==> config.mk <==
export PLATFORM = sky130hd
export DESIGN_NAME = ps2_host_tx_flat
export DESIGN_NICKNAME = d
export VERILOG_FILES = /design/src/rtl/ps2_pkg.sv /design/src/rtl/ps2_host_tx_if.sv /design/src/rtl/ps2_line_sync.sv /design/src/rtl/ps2_host_tx.sv /design/src/flat_wrapper.sv
export SDC_FILE = /design/constraint.sdc
export NUM_CORES = 1
export LEC_CHECK = 0
export ABC_AREA = 1
export CAP_MARGIN = 30
export CORE_MARGIN = 3
export CORE_UTILIZATION = 40
export CTS_CLUSTER_DIAMETER = 50
export DETAILED_ROUTE_END_ITERATION = 10
export SLEW_MARGIN = 20
export SYNTH_ARGS = -nofsm -noshare
export SYNTH_HDL_FRONTEND = slang
export SYNTH_SLANG_ARGS = --single-unit
==> constraint.sdc <==
create_clock -name clock -period 4.6 [get_ports clock]
set_clock_uncertainty 0.05 [all_clocks]
set_input_delay 0.46 -clock clock [delete_from_list [all_inputs] [get_ports clock]]
set_output_delay 0.46 -clock clock [all_outputs]
set_load 0.1 [all_outputs]
==> src/rtl/ps2_pkg.sv <==
// Shared PS/2 definitions: host transmitter state set, error codes and
// frame geometry, plus the parity helper used when loading a frame.
package ps2_pkg;

    typedef enum logic [2:0] {
        IDLE,
        INHIBIT,
        RTS,
        SEND,
        ACK,
        WAIT_IDLE
    } ps2_state_e;

    localparam logic [1:0] ERR_NONE    = 2'b00;
    localparam logic [1:0] ERR_TIMEOUT = 2'b01;
    localparam logic [1:0] ERR_NOACK   = 2'b10;

    // start + 8 data + parity + stop
    localparam int unsigned PS2_FRAME_BITS = 11;

    // Odd parity bit: ones(d) + parity is always odd.
    function automatic logic odd_parity(input logic [7:0] d);
        return ~^d;
    endfunction

endpackage

==> src/rtl/ps2_host_tx_if.sv <==
// Command-byte handshake between the MMIO store logic and the PS/2 host
// transmitter, with completion/error status coming back.
interface ps2_host_tx_if;
    logic       tx_valid;
    logic [7:0] tx_data;
    logic       tx_ready;
    logic       tx_busy;
    logic       tx_done;
    logic       tx_err;
    logic [1:0] err_code;

    modport master (
        output tx_valid, tx_data,
        input  tx_ready, tx_busy, tx_done, tx_err, err_code
    );

    modport slave (
        input  tx_valid, tx_data,
        output tx_ready, tx_busy, tx_done, tx_err, err_code
    );
endinterface

==> src/rtl/ps2_line_sync.sv <==
// PS/2 pad conditioning for one clock/data line pair: SYNC_STAGES-deep
// synchronizers (SYNC_STAGES >= 2) and a falling-edge flag on the clock line.
// Idle-high lines, so the flops reset to 1 and no edge is seen after reset.
module ps2_line_sync #(
    parameter int unsigned SYNC_STAGES = 2
) (
    input  logic clock,
    input  logic reset,
    input  logic clk_in,
    input  logic data_in,
    output logic clk_sync,
    output logic data_sync,
    output logic clk_fall
);
    logic [SYNC_STAGES-1:0] clk_sr;
    logic [SYNC_STAGES-1:0] data_sr;
    logic                   clk_prev;

    // Shift both pads through their synchronizer chains; remember last clock.
    always_ff @(posedge clock or negedge reset) begin
        if (!reset) begin
            clk_sr   <= '1;
            data_sr  <= '1;
            clk_prev <= 1'b1;
        end else begin
            clk_sr   <= {clk_sr[SYNC_STAGES-2:0], clk_in};
            data_sr  <= {data_sr[SYNC_STAGES-2:0], data_in};
            clk_prev <= clk_sr[SYNC_STAGES-1];
        end
    end

    assign clk_sync  = clk_sr[SYNC_STAGES-1];
    assign data_sync = data_sr[SYNC_STAGES-1];
    assign clk_fall  = clk_prev & ~clk_sr[SYNC_STAGES-1];
endmodule

==> src/rtl/ps2_host_tx.sv <==
// PS/2 host-to-device transmitter: inhibit, request-to-send, 10 bits clocked
// out by the device, ACK check, then wait for an idle bus.
// Optional build macro PS2_TX_RETRY_EN: one automatic retry from INHIBIT
// with the same byte after a timeout or missing ACK.
module ps2_host_tx
    import ps2_pkg::*;
#(
    parameter int unsigned INHIBIT_CYCLES = 5000,
    parameter int unsigned TIMEOUT_CYCLES = 750000,
    parameter int unsigned SYNC_STAGES    = 2
) (
    input  logic         clock,
    input  logic         reset,
    ps2_host_tx_if.slave tx,
    input  logic         ps2_clk_in,
    input  logic         ps2_data_in,
    output logic         ps2_clk_oe,
    output logic         ps2_data_oe
);
    localparam int unsigned IW = (INHIBIT_CYCLES > 2) ? $clog2(INHIBIT_CYCLES) : 1;
    localparam int unsigned TW = (TIMEOUT_CYCLES > 2) ? $clog2(TIMEOUT_CYCLES) : 1;
    // INHIBIT lasts one cycle less than INHIBIT_CYCLES: the RTS cycle keeps
    // the clock low too, so the pad sees exactly INHIBIT_CYCLES low cycles.
    localparam logic [IW-1:0] INH_LAST     = IW'(INHIBIT_CYCLES - 2);
    localparam logic [TW-1:0] TMO_LAST     = TW'(TIMEOUT_CYCLES - 1);
    localparam logic [3:0]    LAST_DATA_FE = 4'(PS2_FRAME_BITS - 2);

    ps2_state_e    state_q;
    ps2_state_e    state_d;
    logic          clk_sync;
    logic          data_sync;
    logic          clk_fall;
    logic [7:0]    data_q;
    logic [9:0]    shift_q;
    logic          cur_bit_q;
    logic [3:0]    bit_cnt_q;
    logic [IW-1:0] inh_cnt_q;
    logic [TW-1:0] tmo_cnt_q;
    logic          idle_prev_q;
    logic          ack_ok_q;
    logic          done_q;
    logic          err_q;
    logic [1:0]    err_code_q;
    logic          accept;
    logic          timeout;
    logic          fail;
    logic          retry_now;
    logic          line_idle;
`ifdef PS2_TX_RETRY_EN
    logic          retry_used_q;
`endif

    ps2_line_sync #(
        .SYNC_STAGES(SYNC_STAGES)
    ) u_sync (
        .clock    (clock),
        .reset    (reset),
        .clk_in   (ps2_clk_in),
        .data_in  (ps2_data_in),
        .clk_sync (clk_sync),
        .data_sync(data_sync),
        .clk_fall (clk_fall)
    );

    assign accept    = (state_q == IDLE) && tx.tx_valid;
    assign timeout   = ((state_q == SEND) || (state_q == ACK)) && (tmo_cnt_q == TMO_LAST);
    assign fail      = timeout || ((state_q == ACK) && clk_fall && data_sync);
    assign line_idle = clk_sync && data_sync;
`ifdef PS2_TX_RETRY_EN
    assign retry_now = fail && !retry_used_q;
`else
    assign retry_now = 1'b0;
`endif

    // State register.
    always_ff @(posedge clock or negedge reset) begin
        if (!reset) begin
            state_q <= IDLE;
        end else begin
            state_q <= state_d;
        end
    end

    // Next-state logic; a timeout wins over a clock edge in the same cycle.
    always_comb begin
        state_d = state_q;
        if (fail) begin
            state_d = retry_now ? INHIBIT : WAIT_IDLE;
        end else begin
            case (state_q)
                IDLE:      if (accept) state_d = INHIBIT;
                INHIBIT:   if (inh_cnt_q == INH_LAST) state_d = RTS;
                RTS:       state_d = SEND;
                SEND:      if (clk_fall && (bit_cnt_q == LAST_DATA_FE)) state_d = ACK;
                ACK:       if (clk_fall) state_d = WAIT_IDLE;
                WAIT_IDLE: if (idle_prev_q && line_idle) state_d = IDLE;
                default:   state_d = IDLE;
            endcase
        end
    end

    // Frame datapath: byte latch, bit shifter, counters and status pulses.
    always_ff @(posedge clock or negedge reset) begin
        if (!reset) begin
            data_q      <= '0;
            shift_q     <= '1;
            cur_bit_q   <= 1'b1;
            bit_cnt_q   <= '0;
            inh_cnt_q   <= '0;
            tmo_cnt_q   <= '0;
            idle_prev_q <= 1'b0;
            ack_ok_q    <= 1'b0;
            done_q      <= 1'b0;
            err_q       <= 1'b0;
            err_code_q  <= ERR_NONE;
`ifdef PS2_TX_RETRY_EN
            retry_used_q <= 1'b0;
`endif
        end else begin
            done_q <= 1'b0;
            err_q  <= 1'b0;
            if (accept) begin
                data_q   <= tx.tx_data;
                ack_ok_q <= 1'b0;
            end
            inh_cnt_q <= (state_q == INHIBIT) ? inh_cnt_q + 1'b1 : '0;
            if (state_q == RTS) begin
                // Reloaded per attempt so a retry resends the latched byte.
                shift_q   <= {1'b1, odd_parity(data_q), data_q};
                cur_bit_q <= 1'b0;
                bit_cnt_q <= '0;
                tmo_cnt_q <= '0;
            end else if ((state_q == SEND) || (state_q == ACK)) begin
                tmo_cnt_q <= tmo_cnt_q + 1'b1;
            end
            if ((state_q == SEND) && clk_fall && !timeout) begin
                cur_bit_q <= shift_q[0];
                shift_q   <= {1'b1, shift_q[9:1]};
                bit_cnt_q <= bit_cnt_q + 1'b1;
            end
            if ((state_q == ACK) && clk_fall && !timeout && !data_sync) begin
                ack_ok_q <= 1'b1;
            end
            idle_prev_q <= (state_q == WAIT_IDLE) && line_idle;
            if (fail && !retry_now) begin
                err_q      <= 1'b1;
                err_code_q <= timeout ? ERR_TIMEOUT : ERR_NOACK;
            end
            if ((state_q == WAIT_IDLE) && (state_d == IDLE) && ack_ok_q) begin
                done_q <= 1'b1;
            end
`ifdef PS2_TX_RETRY_EN
            if (accept) begin
                retry_used_q <= 1'b0;
            end else if (retry_now) begin
                retry_used_q <= 1'b1;
            end
`endif
        end
    end

    // Outputs: handshake/status and open-drain enables decoded from state.
    always_comb begin
        tx.tx_ready = (state_q == IDLE);
        tx.tx_busy  = (state_q != IDLE);
        tx.tx_done  = done_q;
        tx.tx_err   = err_q;
        tx.err_code = err_code_q;
        ps2_clk_oe  = (state_q == INHIBIT) || (state_q == RTS);
        ps2_data_oe = (state_q == RTS) || ((state_q == SEND) && !cur_bit_q);
    end
endmodule
==> src/flat_wrapper.sv <==
// flat-port wrapper written by rule: the top's interface ports become plain ports
module ps2_host_tx_flat import ps2_pkg::*;
#(
    parameter int unsigned INHIBIT_CYCLES = 5000,
    parameter int unsigned TIMEOUT_CYCLES = 750000,
    parameter int unsigned SYNC_STAGES    = 2
)
  (clock, reset, ps2_clk_in, ps2_data_in, ps2_clk_oe, ps2_data_oe, tx_tx_valid, tx_tx_data, tx_tx_ready, tx_tx_busy, tx_tx_done, tx_tx_err, tx_err_code);
  ps2_host_tx_if tx_i ();
  input  logic clock;
  input  logic reset;
  input  logic ps2_clk_in;
  input  logic ps2_data_in;
  output logic ps2_clk_oe;
  output logic ps2_data_oe;
  input wire logic [$bits(tx_i.tx_valid)-1:0] tx_tx_valid;
  input wire logic [$bits(tx_i.tx_data)-1:0] tx_tx_data;
  output wire logic [$bits(tx_i.tx_ready)-1:0] tx_tx_ready;
  output wire logic [$bits(tx_i.tx_busy)-1:0] tx_tx_busy;
  output wire logic [$bits(tx_i.tx_done)-1:0] tx_tx_done;
  output wire logic [$bits(tx_i.tx_err)-1:0] tx_tx_err;
  output wire logic [$bits(tx_i.err_code)-1:0] tx_err_code;
  assign tx_i.tx_valid = tx_tx_valid;
  assign tx_i.tx_data = tx_tx_data;
  assign tx_tx_ready = tx_i.tx_ready;
  assign tx_tx_busy = tx_i.tx_busy;
  assign tx_tx_done = tx_i.tx_done;
  assign tx_tx_err = tx_i.tx_err;
  assign tx_err_code = tx_i.err_code;
  ps2_host_tx #(.INHIBIT_CYCLES(INHIBIT_CYCLES), .TIMEOUT_CYCLES(TIMEOUT_CYCLES), .SYNC_STAGES(SYNC_STAGES)) u_core (.clock(clock), .reset(reset), .tx(tx_i), .ps2_clk_in(ps2_clk_in), .ps2_data_in(ps2_data_in), .ps2_clk_oe(ps2_clk_oe), .ps2_data_oe(ps2_data_oe));
endmodule
# ---- After elaboration in Yosys (flattened, before gate mapping)
# Cells that the tools add are included.
dict set report totals {
  reg_bits 70
  word_cells 78
}
dict set report op_classes {
  n_addsub 3
  eq_ne 8
  n_mux 21
  bitwise_logic 2
  reduce_logical 29
}
# operator count
set ops {}
lappend ops {{$mux W20} 2}
lappend ops {{$add A20 B1 Y20 const B} 1}
lappend ops {{$eq A20 B20 Y1 const B} 1}
lappend ops {{$mux W10} 2}
lappend ops {{$mux W3} 6}
lappend ops {{$pmux W3 S6} 1}
lappend ops {{$logic_and A1 B1 Y1} 15}
lappend ops {{$add A13 B1 Y13 const B} 1}
lappend ops {{$eq A13 B13 Y1 const B} 1}
lappend ops {{$mux W13} 1}
lappend ops {{$mux W4} 2}
lappend ops {{$reduce_xnor A8 Y1} 1}
lappend ops {{$eq A3 B2 Y1 const B} 2}
lappend ops {{$eq A3 B3 Y1 const B} 2}
lappend ops {{$logic_not A3 Y1} 2}
lappend ops {{$mux W1} 6}
lappend ops {{$reduce_bool A2 Y1} 3}
lappend ops {{$add A4 B1 Y4 const B} 1}
lappend ops {{$eq A4 B4 Y1 const B} 1}
lappend ops {{$logic_or A1 B1 Y1} 4}
lappend ops {{$eq A3 B1 Y1 const B} 1}
lappend ops {{$logic_not A1 Y1} 3}
lappend ops {{$reduce_bool A3 Y1} 1}
lappend ops {{$mux W2} 1}
lappend ops {{other kinds (2)} 2}

# ---- Logic depth before layout (Yosys ltp)
# Gate-level depths: netlist (run 1).
dict set report depth {
  word_depth 10
  depth_mapped 11
}

# ---- By module
# Synthesis (run 1) repeated with hierarchy kept, for this count alone.
dict set report unflattened {
  hier_cells 455
  area_unflattened_um2 3525.9
}
# module n_inst cells_each area_each_um2
set modules_own_cells {}
lappend modules_own_cells {ps2_host_tx 1 448 3384.5}
lappend modules_own_cells {ps2_line_sync 1 7 141.4}

# ---- Worst setup path after synthesis (run 1)
# No wires, ideal clock.
dict set report synth_timing {
  path_kind {flip-flop to flip-flop}
  startpoint {register u_core.state_q[0]}
  endpoint {register u_core.state_q[0]}
  arrival_time_ps 2530
  required_time_ps 4479
  slack_ps 1950
  stages_incl_launch_ff 9
  period_less_slack_ps 2650
  cell_sequence {dfrtp_1 -> nor2_1 -> nand2_1 -> inv_1 -> nand2_1 -> buf_2 -> nand2_1 -> nor2_1 -> nand4_1}
}
dict set report synth_via {
  elab_chain_len 5
  elab_cells_between_ends 19
  cone_classes {eq/ne: 5; mux: 7; reduce/logical: 7}
}
# item line_no
set synth_lines {}
lappend synth_lines {{from (decl)} ps2_host_tx.sv:28} ;# ps2_state_e state_q;
lappend synth_lines {{from (signal assigned)} ps2_host_tx.sv:80} ;# state_q <= state_d;
lappend synth_lines {{$logic_not A3 Y1 (*)} --}
lappend synth_lines {{net tx_tx_ready} flat_wrapper.sv:18} ;# output wire logic [$bits(tx_i.tx_ready)-1:0] tx_tx_ready;
lappend synth_lines {{$logic_and A1 B1 Y1} ps2_host_tx.sv:65} ;# assign accept = (state_q == IDLE) && tx.tx_valid;
lappend synth_lines {{$mux W3} ps2_host_tx.sv:91} ;# IDLE: if (accept) state_d = INHIBIT;
lappend synth_lines {{$pmux W3 S6 (*)} ps2_host_tx.sv:90} ;# case (state_q)
lappend synth_lines {{$mux W3 (*)} ps2_host_tx.sv:87} ;# if (fail) begin
lappend synth_lines {{net u_core.state_d[0]} ps2_host_tx.sv:29} ;# ps2_state_e state_d;
# The timed path passes the listed nets; every way through them passes the cells marked *.
# A chain may end at the register's enable or synchronous reset.

# ---- Final worst setup path (run 1)
dict set report layout_timing {
  startpoint {register u_core.state_q[2]}
  endpoint {output ps2_data_oe}
}
dict set report layout_via {
  elab_chain_len 3
  elab_cells_between_ends 4
  cone_classes {eq/ne: 2; reduce/logical: 2}
}
# item line_no
set layout_lines {}
lappend layout_lines {{$eq A3 B2 Y1} ps2_host_tx.sv:170} ;# ps2_data_oe = (state_q == RTS) || ((state_q == SEND) && !cur_bit_q);
lappend layout_lines {{$logic_and A1 B1 Y1} ps2_host_tx.sv:170}
lappend layout_lines {{$logic_or A1 B1 Y1 (*)} ps2_host_tx.sv:170}
lappend layout_lines {{to (decl)} flat_wrapper.sv:15} ;# output logic ps2_data_oe;
# Mark *: on every way between the ends. The rest lies on a longest branch, timed or not.

==> results of run 1 <==
[power by group through the flow]
stage,clock network (uW),registers (uW),logic [uW]
global placement,0,623,24.0
detailed placement,0,623,24.0
finish,493,612,22.6
global route,525,612,25.9
floorplan,0,623,0.809
CTS,506,612,24.1
[final cells by class]
type	count	share of cell area, %
sequential	69	43.98
clock buffer	12	3.657
timing repair buffer	22	5.233
inverter	58	5.485
multi-input combinational	314	37.14
tap	105	3.310
clock inverter	4	1.198
[through the flow]
step / instance area [um^2] / hold slack, ns / total power, uW / worst slack [ns] / std cells
after floorplan: 3481 / 0.1144 / 623.8 / 1.950 / 449
after global placement: 3776 / 0.2961 / 647.1 / 2.058 / 568
after detailed placement: 3776 / 0.2973 / 647.1 / 2.016 / 568
after CTS: 3969 / 0.2956 / 1142 / 1.635 / 584
after global routing: 3969 / 0.3123 / 1163 / 1.559 / 584
final: 3969 / 0.2310 / 1128 / 1.665 / 584
[synthesized netlist by cell type (all sizes together)]
library cell / count
nand2: 135
inv: 58
dfrtp: 54
nor2: 51
nand3: 37
o21ai: 22
a21oi: 19
nor3: 17
dfstp: 15
buf: 7
nand4: 7
ha: 5
xor2: 4
a31oi: 3
nand3b: 3
xnor2: 3
o21a: 2
a21boi: 1
a32o: 1
and3: 1
clkbuf: 1
nor3b: 1
nor4: 1
or2: 1
[worst reg2reg max path: cells and delay by family (launching register included)]
| family | cells | cell delay (ns) |
|---|---|---|
| AOI/OAI and AO/OA | 2 | 0.24 |
| buffers and inverters | 3 | 0.52 |
| and+or+nand+nor | 3 | 0.84 |
| DFF | 1 | 0.42 |
[cell families after synthesis]
kind of cell	after synthesis	synth area share, %
buffers and inverters	66	7.512
adders and majority gates	5	1.797
AOI/OAI and AO/OA	48	7.369
DFF	69	50.14
and+or+nand+nor	254	31.42
xor gates and xnor gates	7	1.761
[sequential cells by signal, indices dropped and copies added, names as in the netlist]
name / count
u_core.ack_ok_q: 1
u_core.bit_cnt_q: 4
u_core.cur_bit_q: 1
u_core.data_q: 8
u_core.idle_prev_q: 1
u_core.inh_cnt_q: 13
u_core.shift_q: 9
u_core.state_q: 3
u_core.tmo_cnt_q: 20
u_core.tx.err_code: 2
u_core.tx.tx_done: 1
u_core.tx.tx_err: 1
u_core.u_sync.clk_prev: 1
u_core.u_sync.clk_sr: 2
u_core.u_sync.data_sr: 2
[metal layers]
metal	up-vias	GRT usage, %	routed length [um]
met5	-	0	0
met4	0	7.143	110
met3	10	2.735	187
met2	41	25.36	3317
met1	1350	21.42	3552
li1	1477	-	-
[worst paths after layout]
| check | slack (ns) | to | startpoint | cells after the start |
|---|---|---|---|---|
| max | 1.67 | ps2_data_oe | u_core.state_q[2] | 4 |
| min | 0.23 | u_core.tmo_cnt_q[14] | reset | 2 |
| max reg2reg | 2.47 | u_core.shift_q[8] | u_core.state_q[2] | 8 |
| min reg2reg | 0.31 | u_core.u_sync.clk_sr[1] | u_core.u_sync.clk_sr[0] | 0 |
| max in group asynchronous | 3.66 | u_core.tmo_cnt_q[17] | reset | 2 |
| min in group clock | 0.31 | u_core.u_sync.clk_sr[1] | u_core.u_sync.clk_sr[0] | 0 |
==> flow_metrics.tcl, run 1 <==
set metrics [dict create \
    status "completed" \
    drv_cap 0 \
    grt_setup_unrepaired "no" \
    cts_resized 0 \
    syn_inst 449 \
    dieArea_mm2 0.009858 \
    path_max_fanout 6 \
    path_buf_inv 2 \
    period_minus_slack_ns 2.935 \
    cp_cell_sequence "inv_1 > nand2_1 > a21oi_1 > clkdlybuf4s50_1" \
    start_util_pct 41.73 \
    pwr-share-clk_pct 43.7 \
    ant_nets 0 \
    cts_made_buffers 9 \
    p_seq_share_pct 54.3 \
    area_growth_pct 14.02 \
    seqCellArea_mm2 0.001745 \
    netlist_area_mm2 0.003481 \
    critical_path_class "reg -> out" \
    finalMaxSlewViolations 0 \
    io_pins 21 \
    dr.pass1.iters 4 \
    tns_ns 0 \
    port_buffers 20 \
    h-tree-depth 3 \
    max_freq_mhz 340.8 \
    dpl.hpwl_mm 5.024 \
    worst_pin_slew_ns 0.9889 \
    layout_commonest_cell "nand2_1" \
    die_w_um 99.29 \
    drc 0 \
    die_h_um 99.29 \
    grtUsageTotal_pct 15.96 \
    synth_top_area_share_pct 38.82 \
    setup_viol 0 \
    p_per_area_mw_per_mm2 284.1 \
    core_mm2 0.008341 \
    root_buffer "clkbuf_8" \
    slew_headroom_pct 33.87 \
    clock-sinks 69 \
    routed_wl_mm 7.167 \
    holdCritPathClass "in -> async" \
    syn_nets 467 \
    crit_slowest_cell "clkdlybuf4s50_1" \
    holdBufCountCts 0 \
    p_leak_uw 0.001942 \
    ys_ff_latch 69 \
    antennaDiodeCount 0 \
    viasPerCell 4.928 \
    cts_tree "built" \
    start_kind "register" \
    clock_latency_ns 0.35 \
    gp_congestion 0.8323 \
    most-common-layout-cells "nand2_1 (130), inv_1 (57), dfrtp_1 (54)" \
    layout_worst_path_cycle_share_pct 63.80 \
    drive_gt1_share_pct 8.768 \
    synthTopCellsByArea "dfrtp_1 (39%), nand2_1 (14%), dfstp_2 (11%)" \
    ys_seq_area_share_pct 50.14 \
    switching_share_pct 21.60 \
    fin_nets 492 \
    multi_input_area_mm2 0.001474 \
    critical-path-top-delay-family "buffers and inverters" \
    grt.overflow.total 0 \
    grt_max_degree 70 \
    comb_power_share_pct 2.0 \
    wl_per_cell_um 12.27 \
    cp.arrival_ns 2.42 \
    clk_pin_slew_ns 0.07 \
    yosysUniqueCellTypes 30 \
    grt_pass1_vias 2764 \
    drt_iter0_drc 111 \
    avgSynthCellArea_um2 7.752 \
    p_switching_uw 243.5 \
    max_stage_delay_ns 1.17 \
    grt_pass1_wl_mm 12.65 \
    antenna_found_initial 0 \
    num-fill-cells 830 \
    cts_setup_buffers 0 \
    vias 2878 \
    yosysWarnings 0 \
    post-route-util_pct 47.58 \
    cp-end-kind "output port" \
    peakVddDrop_uv 140.7 \
    synth_top_area_cell "dfrtp_1" \
    hold_viol 0 \
    rows 33 \
    critPathRequiredTime_ns 4.09 \
    cts_buffer_depth 2 \
    p_int_uw 884.1 \
]
(Power assumes the default switching activity.)
==> run 2, diff against run 1 <==
==> constraint.sdc (replaced) <==
create_clock -name clock -period 2.8 [get_ports clock]
set_clock_uncertainty 0.05 [all_clocks]
set_input_delay 0.28 -clock clock [delete_from_list [all_inputs] [get_ports clock]]
set_output_delay 0.28 -clock clock [all_outputs]
set_load 0.1 [all_outputs]
==> flow_metrics.tcl, run 2 (synthesis results as in run 1) <==
set metrics [dict create \
    root_buffer "clkbuf_8" \
    holdCritPathClass "in -> reg" \
    die_h_um 99.29 \
    fin_area_mm2 0.003965 \
    critPathRequiredTime_ns 2.47 \
    critical_path_class "reg -> out" \
    h-tree-depth 3 \
    dr.pass1.iters 4 \
    io_pins 21 \
    seqCellArea_mm2 0.001745 \
    path_max_fanout 16 \
    peakVddDrop_uv 365.8 \
    drt_iter0_drc 156 \
    cts_tree "built" \
    dieArea_mm2 0.009858 \
    grt_pass1_vias 2653 \
    wl_per_cell_um 12.46 \
    path_buf_inv 3 \
    core_mm2 0.008341 \
    grt_max_degree 31 \
    comb_power_share_pct 2.2 \
    pwr-share-clk_pct 40.6 \
    rows 33 \
    status "completed" \
    layout_top_registers "u_core.tmo_cnt_q x20, u_core.inh_cnt_q x13, u_core.shift_q x9" \
    setup_viol 0 \
    max_stage_delay_ns 0.41 \
    num-fill-cells 864 \
    period_minus_slack_ns 2.233 \
    critical-path-top-delay-family "buffers and inverters" \
    tns_ns 0 \
    clock-sinks 69 \
    antennaDiodeCount 0 \
    placed_cells 570 \
    start_kind "register" \
    viasPerCell 4.903 \
    drive_gt1_share_pct 10.58 \
    p_switching_uw 393.2 \
    largest_register "u_core.tmo_cnt_q" \
    largest_register_ffs 20 \
    vias 2878 \
    power_uw 1757 \
    grt_setup_unrepaired "no" \
    finalNonFillerCells 587 \
    most-common-layout-cells "nand2_1 (130), inv_1 (57), dfrtp_1 (54)" \
    p_leak_uw 0.001969 \
    p_int_uw 1364 \
    cts_made_buffers 9 \
    cp.arrival_ns 1.90 \
    gp_congestion 0.8024 \
    layout_worst_path_cycle_share_pct 79.75 \
    start_util_pct 41.73 \
    clk_pin_slew_ns 0.07 \
    max_freq_mhz 447.8 \
    cts_buffer_depth 2 \
    multi_input_area_mm2 0.001474 \
    grt_pass1_wl_mm 12.49 \
    cp-end-kind "output port" \
    cp_cell_sequence "inv_1 > nand2_1 > nor2_1 > inv_1 > nand2_1 > buf_12" \
    drc 0 \
    crit_slowest_cell "inv_1" \
    grtUsageTotal_pct 15.73 \
    p_seq_share_pct 57.2 \
    p_per_area_mw_per_mm2 443.2 \
    layout_commonest_cell "nand2_1" \
    routed_wl_mm 7.312 \
    clock_latency_ns 0.33 \
    dpl.hpwl_mm 5.327 \
    fin_nets 495 \
    grt.overflow.total 0 \
    drv_cap 0 \
    placed_cell_area_mm2 0.003786 \
    port_buffers 20 \
    finalMaxSlewViolations 0 \
    switching_share_pct 22.37 \
    hold_viol 0 \
    slew_headroom_pct 44.35 \
    worst_pin_slew_ns 0.8317 \
    ant_nets 0 \
    antenna_found_initial 0 \
    area_growth_pct 13.91 \
    die_w_um 99.29 \
]
[run 2: changes by cell type in the layout (fill, tap and decap cells not counted)]
cell,previous run,this run
buf_4,3,11
clkdlybuf4s50_1,18,11
buf_12,0,1
bufinv_16,1,0
clkinv_2,2,3
clkinv_4,0,1
clkinvlp_4,1,0
dlygate4sd3_1,0,1
[run 2: final timing paths]
kind	start	endpoint	slack, ns	depth (start not counted)
worst min-delay path	ps2_clk_in	u_core.u_sync.clk_sr[0]	0.30	1
worst min register to register	u_core.u_sync.clk_sr[0]	u_core.u_sync.clk_sr[1]	0.31	0
worst max-delay path	u_core.state_q[2]	ps2_clk_oe	0.57	6
min in group asynchronous	reset	u_core.inh_cnt_q[7]	0.48	2
max in group asynchronous	reset	u_core.u_sync.data_sr[1]	1.42	3
worst max register to register	u_core.state_q[2]	u_core.bit_cnt_q[3]	0.78	6
[run 2: stage by stage]
step / hold WS [ns] / setup WS, ns / utilization, %
CTS: 0.2849 / 0.5297 / 47.54
global route: 0.2866 / 0.3568 / 47.54
floorplan: -0.06559 / 0.1496 / -
detailed placement: 0.2973 / 0.8072 / 45.39
finish: 0.2980 / 0.5671 / 47.54
global placement: 0.2956 / 0.9076 / 45.39
[run 2: timing repair]
action,CTS,global route
endpoints found under the hold margin,21,0
buffers inserted,0,0
hold buffers,1,0
gates resized for setup,0,0
[run 2: routing by layer]
layer | part of all wire (%) | vias up | global-route usage (%) | routed length [um]
li1 | - | 1479 | - | -
met3 | 2.7 | 12 | 3.086 | 195
met2 | 44 | 34 | 23.76 | 3234
met1 | 52 | 1353 | 22.50 | 3779
met5 | 0 | - | 0 | 0
met4 | 1.4 | 0 | 5.672 | 103
[run 2: worst reg2reg max path: stages (launching register included)]
cell     delay, ns
dfrtp_1       0.41
inv_1         0.12
nand3_1       0.17
nor2_1        0.68
nand2_4       0.25
nand3_1       0.12
o21ai_0       0.10
[run 2: power groups by stage]
stage | clock network (uW) | logic, uW | registers, uW
2_1_floorplan | 0 | 1.33 | 1020
5_1_grt | 778 | 45.0 | 1010
4_1_cts | 740 | 41.8 | 1000
6_report | 713 | 39.4 | 1010
3_3_place_gp | 0 | 40.2 | 1020
3_5_place_dp | 0 | 40.6 | 1020
[run 2: layout make-up]
class,count,share of cell area (%)
Clock buffer,12,3.660
Clock inverter,4,0.5996
Inverter,58,5.491
Multi-Input combinational cell,314,37.17
Sequential cell,69,44.02
Tap cell,105,3.313
Timing Repair Buffer,25,5.743
==> run 3, diff against run 2 <==
==> constraint.sdc (replaced) <==
create_clock -name clock -period 2.1 [get_ports clock]
set_clock_uncertainty 0.05 [all_clocks]
set_input_delay 0.21 -clock clock [delete_from_list [all_inputs] [get_ports clock]]
set_output_delay 0.21 -clock clock [all_outputs]
set_load 0.1 [all_outputs]
==> flow_metrics.tcl, run 3 (synthesis results as in run 1) <==
set metrics [dict create \
    antenna_found_initial 0 \
    max_stage_delay_ns 0.42 \
    p_per_area_mw_per_mm2 617.3 \
    critical_path_class "reg -> out" \
    hold_ws_ns 0.2251 \
    gp_congestion 0.8554 \
    layout_commonest_cell "nand2_1" \
    clock_latency_ns 0.34 \
    cts_setup_buffers 0 \
    largest_register_ffs 20 \
    finalMaxSlewViolations 0 \
    start_kind "register" \
    dr_wl_met2_mm 3.343 \
    clock-sinks 69 \
    switching_share_pct 21.56 \
    die_w_um 99.29 \
    critical-path-top-delay-family "buffers and inverters" \
    p_switching_uw 542.8 \
    worst_pin_slew_ns 0.4477 \
    cp.arrival_ns 1.69 \
    viasPerCell 4.876 \
    clk_pin_slew_ns 0.08 \
    cts_made_buffers 9 \
    tns_ns 0 \
    routed_wl_mm 7.350 \
    core_mm2 0.008341 \
    dr.pass1.iters 4 \
    antennaDiodeCount 0 \
    port_buffers 20 \
    dpl.hpwl_mm 5.201 \
    critPathRequiredTime_ns 1.84 \
    drv_cap 0 \
    cp_cell_sequence "inv_1 > nand2_2 > nor2_1 > inv_2 > nand2_1 > buf_12" \
    fin_nets 497 \
    vias 2872 \
    finalNonFillerCells 589 \
    grt_pass1_wl_mm 13.05 \
    most-common-layout-cells "nand2_1 (128), inv_1 (55), dfrtp_1 (54)" \
    layout_top_registers "u_core.tmo_cnt_q x20, u_core.inh_cnt_q x13, u_core.shift_q x9" \
    io_pins 21 \
    grtUsageTotal_pct 16.42 \
    path_max_fanout 10 \
    h-tree-depth 3 \
    setup_viol 0 \
    holdCritPathClass "in -> reg" \
    grt_max_degree 70 \
    dr_wl_met3_um 260 \
    cts_tree "built" \
    crit_slowest_cell "dfrtp_1" \
    drt-met1-wl_mm 3.670 \
    die_h_um 99.29 \
    period_minus_slack_ns 1.950 \
    layout_worst_path_cycle_share_pct 92.84 \
    drc 0 \
    cts_buffer_depth 2 \
    post-route-util_pct 48.90 \
    p_leak_uw 0.001991 \
    largest_register "u_core.tmo_cnt_q" \
    cp-end-kind "output port" \
    hold_viol 0 \
    drive_gt1_share_pct 12.60 \
    placed_cells 572 \
    comb_power_share_pct 2.1 \
    start_util_pct 41.73 \
    slew_headroom_pct 69.93 \
    path_buf_inv 3 \
    drt_iter0_drc 117 \
    ant_nets 0 \
    wl_per_cell_um 12.48 \
    pwr-share-clk_pct 44.6 \
    top_layer_used "met4" \
    max_freq_mhz 512.9 \
    rows 33 \
    grt_pass1_vias 2853 \
    p_seq_share_pct 53.2 \
    area_growth_pct 17.18 \
    p_int_uw 1975 \
    peakVddDrop_uv 422.7 \
    grt.overflow.total 0 \
    dieArea_mm2 0.009858 \
    grt_setup_unrepaired "no" \
    root_buffer "clkbuf_8" \
    status "completed" \
]
[run 3: cell types whose count changed in the layout (fill, tap and decap cells not counted), sizes merged]
cell	delta
bufinv	+1
inv	-1
buf	+2
clkbuf	-1
clkinv	-2
clkinvlp	+3
[run 3: power groups by stage]
stage / Sequential, uW / Clock (uW) / Combinational, uW
after floorplan: 1360 / 0 / 1.77
after global placement: 1360 / 0 / 55.4
after detailed placement: 1370 / 0 / 55.5
after CTS: 1340 / 1170 / 57.0
after global routing: 1340 / 1220 / 61.7
final: 1340 / 1120 / 53.9
[run 3: final timing paths]
check | start | end | slack, ns | cells after the start
setup / recovery | u_core.state_q[2] | ps2_clk_oe | 0.15 | 6
hold / removal | ps2_clk_in | u_core.u_sync.clk_sr[0] | 0.23 | 1
setup reg to reg | u_core.state_q[2] | u_core.bit_cnt_q[1] | 0.23 | 9
hold reg to reg | u_core.u_sync.clk_sr[0] | u_core.u_sync.clk_sr[1] | 0.31 | 0
max in group asynchronous | reset | u_core.u_sync.clk_prev | 1.29 | 3
min in group asynchronous | reset | u_core.tmo_cnt_q[13] | 0.38 | 3
[run 3: metal layers]
metal / track usage (%) / vias up
li1: - / 1487
met1: 21.95 / 1332
met2: 26.24 / 42
met3: 4.628 / 11
met4: 4.622 / 0
met5: 0 / -
[run 3: per-stage QoR]
step                area [um^2]  worst slack (ns)  total power [uW]
global placement           3854            0.3048              1420
detailed placement         3854            0.2002              1421
global route               4079           0.01916              2627
floorplan                  3496           0.03685              1366
finish                     4079            0.1504              2518
CTS                        4074          0.001290              2567
[run 3: layout make-up]
class	instances	area (um^2)
fillers	852	4262
flip-flops and latches	69	1745
multi-input cells	314	1490
repair buffers	27	280.3
inverters	58	221.5
clock buffers	11	151.4
well taps	105	131.4
clock inverters	5	58.81
[run 3: timing repair]
action	CTS	global route
setup endpoints to repair	0	2
hold buffers	1	0
resized for setup	0	3
hold endpoints to repair	54	0
[run 3: worst reg2reg max path, delay by kind of cell (launching register included)]
| family | cells | cell delay [ns] |
|---|---|---|
| flops | 1 | 0.42 |
| buf+inv | 2 | 0.26 |
| simple gates | 6 | 0.98 |
| compound gates | 1 | 0.09 |
